==> src/rtl/avalon_core_csr.sv <==
// avalon_core_csr: Avalon-MM control/status slave that holds input words, launches a
// multi-cycle core and captures its results. Define CSR_IRQ_EN to build the interrupt.
module avalon_core_csr #(
    parameter int DW    = 32,
    parameter int N_IN  = 8,
    parameter int N_OUT = 4,
    parameter int AW    = 4
) (
    input  logic                CLK,
    input  logic                RESET_N,
    input  logic                AVL_CS,
    input  logic                AVL_READ,
    input  logic                AVL_WRITE,
    input  logic [AW-1:0]       AVL_ADDR,
    input  logic [DW/8-1:0]     AVL_BYTE_EN,
    input  logic [DW-1:0]       AVL_WRITEDATA,
    output logic [DW-1:0]       AVL_READDATA,
    output logic                AVL_READDATAVALID,
    output logic [N_IN*DW-1:0]  CORE_IN,
    output logic                CORE_START,
    input  logic                CORE_DONE,
    input  logic [N_OUT*DW-1:0] CORE_RES,
    output logic                IRQ
);
    localparam int NB       = DW / 8;
    localparam int CTRL_A   = N_IN + N_OUT;
    localparam int STATUS_A = CTRL_A + 1;
    localparam int CYCLES_A = CTRL_A + 2;

    typedef enum logic {IDLE, RUN} state_t;

    state_t        state_q, state_d;
    logic [DW-1:0] in_q  [N_IN];
    logic [DW-1:0] res_q [N_OUT];
    logic [DW-1:0] cycles_q;
    logic [DW-1:0] rd_data;
    logic          done_q;
    logic          irq_en_q;
    logic          wr_en, rd_en;
    logic          start_acc, done_acc, w1c;
    int            addr_i;

    assign addr_i = int'(AVL_ADDR);
    assign wr_en  = AVL_CS & AVL_WRITE;
    // A simultaneous write wins; the read gets no response.
    assign rd_en  = AVL_CS & AVL_READ & ~AVL_WRITE;

    // NOTE: every signal written here gets a default first, so no path can infer a latch.
    always_comb begin
        state_d   = state_q;
        start_acc = 1'b0;
        done_acc  = 1'b0;
        w1c       = wr_en && (addr_i == STATUS_A) && AVL_BYTE_EN[0] && AVL_WRITEDATA[1];
        case (state_q)
            IDLE: begin
                start_acc = wr_en && (addr_i == CTRL_A) && AVL_BYTE_EN[0] && AVL_WRITEDATA[0];
                if (start_acc) state_d = RUN;
            end
            RUN: begin
                done_acc = CORE_DONE;
                if (done_acc) state_d = IDLE;
            end
            default: state_d = IDLE;
        endcase
    end

    // NOTE: sequential state uses non-blocking assignments so every register samples pre-edge values.
    always_ff @(posedge CLK or negedge RESET_N) begin
        if (!RESET_N) begin
            state_q    <= IDLE;
            CORE_START <= 1'b0;
            done_q     <= 1'b0;
            cycles_q   <= '0;
        end else begin
            state_q    <= state_d;
            CORE_START <= start_acc;
            if (start_acc)     done_q <= 1'b0;
            else if (done_acc) done_q <= 1'b1;
            else if (w1c)      done_q <= 1'b0;
            if (start_acc)
                cycles_q <= DW'(1);
            else if (state_q == RUN && cycles_q != '1)
                cycles_q <= cycles_q + DW'(1);
        end
    end

    // NOTE: the register files are reset because software must read zeros after reset.
    always_ff @(posedge CLK or negedge RESET_N) begin
        if (!RESET_N) begin
            for (int i = 0; i < N_IN; i++) in_q[i] <= '0;
        end else if (wr_en && state_q == IDLE) begin
            for (int i = 0; i < N_IN; i++)
                for (int b = 0; b < NB; b++)
                    if (addr_i == i && AVL_BYTE_EN[b])
                        in_q[i][b*8 +: 8] <= AVL_WRITEDATA[b*8 +: 8];
        end
    end

    always_ff @(posedge CLK or negedge RESET_N) begin
        if (!RESET_N) begin
            for (int i = 0; i < N_OUT; i++) res_q[i] <= '0;
        end else if (done_acc) begin
            for (int i = 0; i < N_OUT; i++) res_q[i] <= CORE_RES[i*DW +: DW];
        end
    end

    for (genvar g = 0; g < N_IN; g++) begin : g_core_in
        assign CORE_IN[g*DW +: DW] = in_q[g];
    end

    always_comb begin
        rd_data = '0;
        for (int i = 0; i < N_IN; i++)
            if (addr_i == i) rd_data = in_q[i];
        for (int i = 0; i < N_OUT; i++)
            if (addr_i == N_IN + i) rd_data = res_q[i];
        if (addr_i == CTRL_A) rd_data[1] = irq_en_q;
        if (addr_i == STATUS_A) begin
            rd_data[0] = (state_q == RUN);
            rd_data[1] = done_q;
        end
        if (addr_i == CYCLES_A) rd_data = cycles_q;
    end

    always_ff @(posedge CLK or negedge RESET_N) begin
        if (!RESET_N) begin
            AVL_READDATA      <= '0;
            AVL_READDATAVALID <= 1'b0;
        end else begin
            AVL_READDATAVALID <= rd_en;
            if (rd_en) AVL_READDATA <= rd_data;
        end
    end

`ifdef CSR_IRQ_EN
    always_ff @(posedge CLK or negedge RESET_N) begin
        if (!RESET_N) begin
            irq_en_q <= 1'b0;
            IRQ      <= 1'b0;
        end else begin
            if (wr_en && addr_i == CTRL_A && AVL_BYTE_EN[0]) irq_en_q <= AVL_WRITEDATA[1];
            IRQ <= done_q & irq_en_q;
        end
    end
`else
    assign irq_en_q = 1'b0;
    assign IRQ      = 1'b0;
`endif

endmodule

==> config.mk <==
export PLATFORM = sky130hd
export DESIGN_NAME = avalon_core_csr
export DESIGN_NICKNAME = d
export VERILOG_FILES = /design/src/rtl/avalon_core_csr.sv
export SDC_FILE = /design/constraint.sdc
export NUM_CORES = 1
export LEC_CHECK = 0
export CORE_MARGIN = 3
export CORE_UTILIZATION = 40
export CTS_CLUSTER_SIZE = 16
export DETAILED_ROUTE_END_ITERATION = 6
export PLACE_DENSITY_LB_ADDON = 0.25
export REMOVE_ABC_BUFFERS = 1
export SLEW_MARGIN = 30
export SYNTH_ARGS = -nofsm -noshare
export SYNTH_HDL_FRONTEND = slang
export SYNTH_SLANG_ARGS = --single-unit
==> constraint.sdc <==
create_clock -name CLK -period 2.4 [get_ports CLK]
set_input_delay 0.72 -clock CLK [delete_from_list [all_inputs] [get_ports CLK]]
set_output_delay 0.72 -clock CLK [all_outputs]
set_load 0.1 [all_outputs]
After elaboration in Yosys (flattened, before gate mapping)

Cells that the tools add are included.

Input port bits: 174
Output and inout port bits: 291
Bits in registers: 452
Word-level logic and storage cells: 163

Multiplexer cells: 25
Reductions and logical operators: 75
Bitwise gates (word level): 5
Add/sub/neg operators: 1
Equality and inequality tests: 15

Operators with widths:

| cell                  | number |
|---|---|
| $mux 32               | 15 |
| $reduce_and 2->1      | 32 |
| $logic_and 1x1->1     | 40 |
| $add 32x1->32 const B | 1 |
| $eq 4x4->1 const B    | 8 |
| $logic_not 32->1      | 1 |
| $ne 32x32->1 const B  | 1 |
| $eq 4x3->1 const B    | 4 |
| $eq 4x2->1 const B    | 2 |
| $mux 1                | 8 |
| $and 1x1->1           | 3 |
| $reduce_bool 3->1     | 1 |
| $mux 2                | 1 |
| $not 1->1             | 2 |
| $pmux 1 s2            | 1 |
| $reduce_bool 2->1     | 1 |

Logic depth before layout (Yosys ltp)

Depth after elaboration: 16
Depth in mapped cells: 9
Mapped depth without buffers: 6

Worst setup path after synthesis

OpenSTA, ideal clock, no wires.

Path kind: input port to flip-flop
From: in AVL_ADDR[0]
To: reg AVL_READDATA[20]
Library setup time: 126 ps
Stages on the path: 7
Data required time: 2274 ps
Arrival: 2288 ps
Buffers on the path: 2
Path slack: -14 ps
Path through: buf_4 > clkbuf_1 > mux2_2 > a22o_1 > a221oi_1 > a31oi_1 > a221o_1

Word-level cells in the longest chain between the ends: 14
Elaborated cells on any way between the ends: 26
Classes of those cells: eq/ne: 12; mux: 13; reduce/logical: 1

RTL lines:

| element               | RTL line | RTL |
|---|---|---|
| start, declared       | 14       | `input logic [AW-1:0] AVL_ADDR,` |
| $logic_not 32->1      | 114      | `if (addr_i == i) rd_data = in_q[i];` |
| $mux 32 (8 in series) | 114      |  |
| $mux 32 (4 in series) | 116      | `if (addr_i == N_IN + i) rd_data = res_q[i];` |
| $mux 32 (*)           | 122      | `if (addr_i == CYCLES_A) rd_data = cycles_q;` |
| end signal, assigned  | 131      | `if (rd_en) AVL_READDATA <= rd_data;` |
| end, declared         | 17       | `output logic [DW-1:0] AVL_READDATA,` |

Every way passes the cells marked *; elsewhere a longest branch is shown, timed or not.
A chain may end at the register's enable or synchronous reset.

Worst setup path after layout

From: in AVL_WRITE
To: reg AVL_READDATA[9]

Word-level cells in the longest chain between the ends: 2

RTL lines:

| element         | RTL line | RTL |
|---|---|---|
| start, declared | 13       | `input logic AVL_WRITE,` |
| $not 1->1       | 46       | `assign rd_en = AVL_CS & AVL_READ & ~AVL_WRITE;` |
| $and 1x1->1     | 46       |  |

Every way passes these cells.

==> results.cfg <==
[logic_synthesis]
ys_ff_latch = 452
synth.largest_area_cell = dfrtp_1
yosys_warnings = 0
ys_seq_area_share_pct = 54.7
yosysUniqueCellTypes = 71
synth.area.top_cells = dfrtp_1 55%, mux2_2 22%, mux4_2 2.6%
synth_async_sr_flop_share_pct = 100
synth_top_area_share_pct = 54.7
post-synth-top-count-cell = dfrtp_1
ys_top_cells_by_count = 452 x dfrtp_1, 406 x mux2_2, 91 x nand2_1, 55 x clkbuf_1, 50 x a21oi_1
synth-main-ff-cell = dfrtp_1
netlist_instances = 1562
synth_edf_count = 0
syn_area_mm2 = 0.0207
synth_area_per_cell_um2 = 13.2

[timing]
period_minus_slack_ns = 2.32
fin_crit_sh_pct = 96.6
final_max_slew_viol_count = 0
tightestPinTransition_ns = 0.632
hold_viol = 0
max_freq_mhz = 431
rsz0062_at_grt = false
setup_viol = 0
setup-tns-final_ns = 0
slew_headroom_pct = 56.8
skew_ns = 0.0187

[grt]
use_met2_pct = 47.2
grt_usage_pct = 29.8
top_usage_layer = met2
antenna_found_initial = 13
grt_pass1_wl_um = 118000
grt_pass1_vias = 17200
grt_max_degree = 80
use_met1_pct = 39.7
globalRouteMet3Util_pct = 8.33
gr-total-overflow = 0

[floorplanning]
die_area_mm2 = 0.0544
initial_core_util_pct = 40.8
row_count = 82
die_w_um = 233
core_area_mm2 = 0.0506
io_pins = 465
dieHeight_um = 233

[power]
power.density_mw_per_mm2 = 925
power.leakage_nw = 13.5
ir_drop_mv = 0.742

[worst_setup_path]
crit_arrival_ns = 2.84
cp_max_fo = 8
end_kind = flop
crit_type = in -> reg
required_ns = 2.93
startpoint_type = input port

[clock_tree]
cts_hold_buf = 0
cts_buffers = 50
h-tree-depth = 2
clk_latency_ns = 0.59
ctsLongestPathBuffers = 3
cts_tree = done
clkSinkCount = 452
cts.clk_slew.worst_paths_ns = 0.06
cts_root_buf = clkbuf_16

[final_layout]
syn2layout_area_growth_pct = 40.4
drive_gt1_share_pct = 46.4
fin_nets = 2341
fin_area_mm2 = 0.0290
fillCellCount = 4153

[min_path]
min_path_type = in -> async

[placement]
place_area_mm2 = 0.0272
place.gp.congestion = 0.936
portBuffers = 463
dp_hpwl_um = 62100

[drt]
drt_first_pass_iters = 7
routed_wl_um = 82200
viasPerCell = 5.83
ant_nets = 0
num_vias = 16800
wl_per_cell_um = 28.5
drc = 0
drt_iter0_drc = 1379

[run_status]
run_status = complete, no violations

[flow_run]
maxCapViolCount = 0
-- registers in the layout, indices dropped and copies added, names as in the netlist --
register and flops:
CORE_IN 256, res_q 128, AVL_READDATA 32, cycles_q 32
AVL_READDATAVALID 1, CORE_START 1, done_q 1, state_q 1
-- power by group --
group | leakage (nW) | switching (mW) | internal, mW
Clock | 0.862 | 3.17 | 5.18
Sequential | 5.87 | 1.02 | 8.69
Combinational | 6.81 | 6.43 | 2.34
Total | 13.5 | 10.6 | 16.2
-- worst max-delay path, stage by stage --
cell             delay, ns
clkdlybuf4s50_1       0.45
nand3b_1              0.31
buf_12                0.22
nor2_4                0.16
buf_4                 0.24
o221ai_1              0.16
a31oi_1               0.37
a221o_1               0.18
-- area by class of cell --
class                   instances  area, um^2  share of cell area (%)
diodes                          6        15.0                  0.0518
clock buffers                  76        1470                    5.07
clock inverters                15         309                    1.07
inverters                       7        26.3                  0.0906
multi-input cells            1005        8960                    30.9
flip-flops and latches        452       11300                    39.0
well taps                     672         841                    2.90
repair buffers                650        6070                    20.9
-- what timing repair did --
action | in CTS | in global routing
buffers inserted | 0 | 0
endpoints found under the setup margin | 1 | 4
resized for setup | 1 | 4
endpoints found under the hold margin | 0 | 0
-- placed cells by master (no fill, tap or decap), drive strengths merged, types with 14 or more instances in the layout --
cell | Yosys | layout
buf | 43 | 482
o211ai | 16 | 16
a31oi | 21 | 21
clkdlybuf4s50 | 0 | 168
nand2 | 91 | 91
mux2 | 407 | 407
a21oi | 50 | 50
and3 | 14 | 14
a221o | 22 | 22
o221ai | 25 | 25
a221oi | 29 | 29
nor2 | 49 | 49
o21ai | 33 | 33
nand3 | 16 | 16
a22o | 18 | 18
mux2i | 23 | 23
clkbuf | 55 | 76
mux4 | 24 | 24
dfrtp | 452 | 452
-- routing by layer --
metal | up-vias | part of all wire [%]
met3 | 167 | 8.9
met2 | 792 | 47
met1 | 8692 | 41
li1 | 7158 | -
met4 | 8 | 3.4
met5 | - | 0.072
-- final timing paths --
kind                       depth (start not counted)  slack [ns]        start              end
min in group CLK                                   1        0.51   res_q[100]       res_q[100]
hold / removal                                     1        0.03      RESET_N        res_q[59]
setup reg to reg                                   5        0.26  cycles_q[8]     cycles_q[16]
setup / recovery                                   8        0.08    AVL_WRITE  AVL_READDATA[9]
max in group asynchronous                          2        1.61      RESET_N     CORE_IN[170]
hold reg to reg                                    1        0.51   res_q[100]       res_q[100]
-- cells by family after synthesis --
| kind of cell | after synthesis | synth area share (%) |
|---|---|---|
| other | 1 | 0.0182 |
| XOR/XNOR | 4 | 0.170 |
| flip-flops | 452 | 54.7 |
| buffers and inverters | 105 | 2.31 |
| multiplexers | 454 | 25.9 |
| AO/OA/AOI/OAI | 290 | 10.2 |
| AND/OR/NAND/NOR | 255 | 6.53 |
| adder cells (fa/ha/maj) | 1 | 0.0606 |
-- stage by stage --
stage          hold WS [ns]  utilization (%)  power [mW]  setup WS (ns)  cells
6_report             0.0265             57.3        26.8         0.0820   2883
5_1_grt              0.0172             57.3        27.6         0.0586   2881
4_1_cts             0.00642             57.2        26.9         0.0267   2877
3_5_place_dp          0.494             53.7        18.6         -0.602   2786
3_3_place_gp          0.488             53.7        18.5         -0.588   2786
2_1_floorplan         0.424                -        15.6          -1.62   1464
Power figures use the tool's default switching activity.
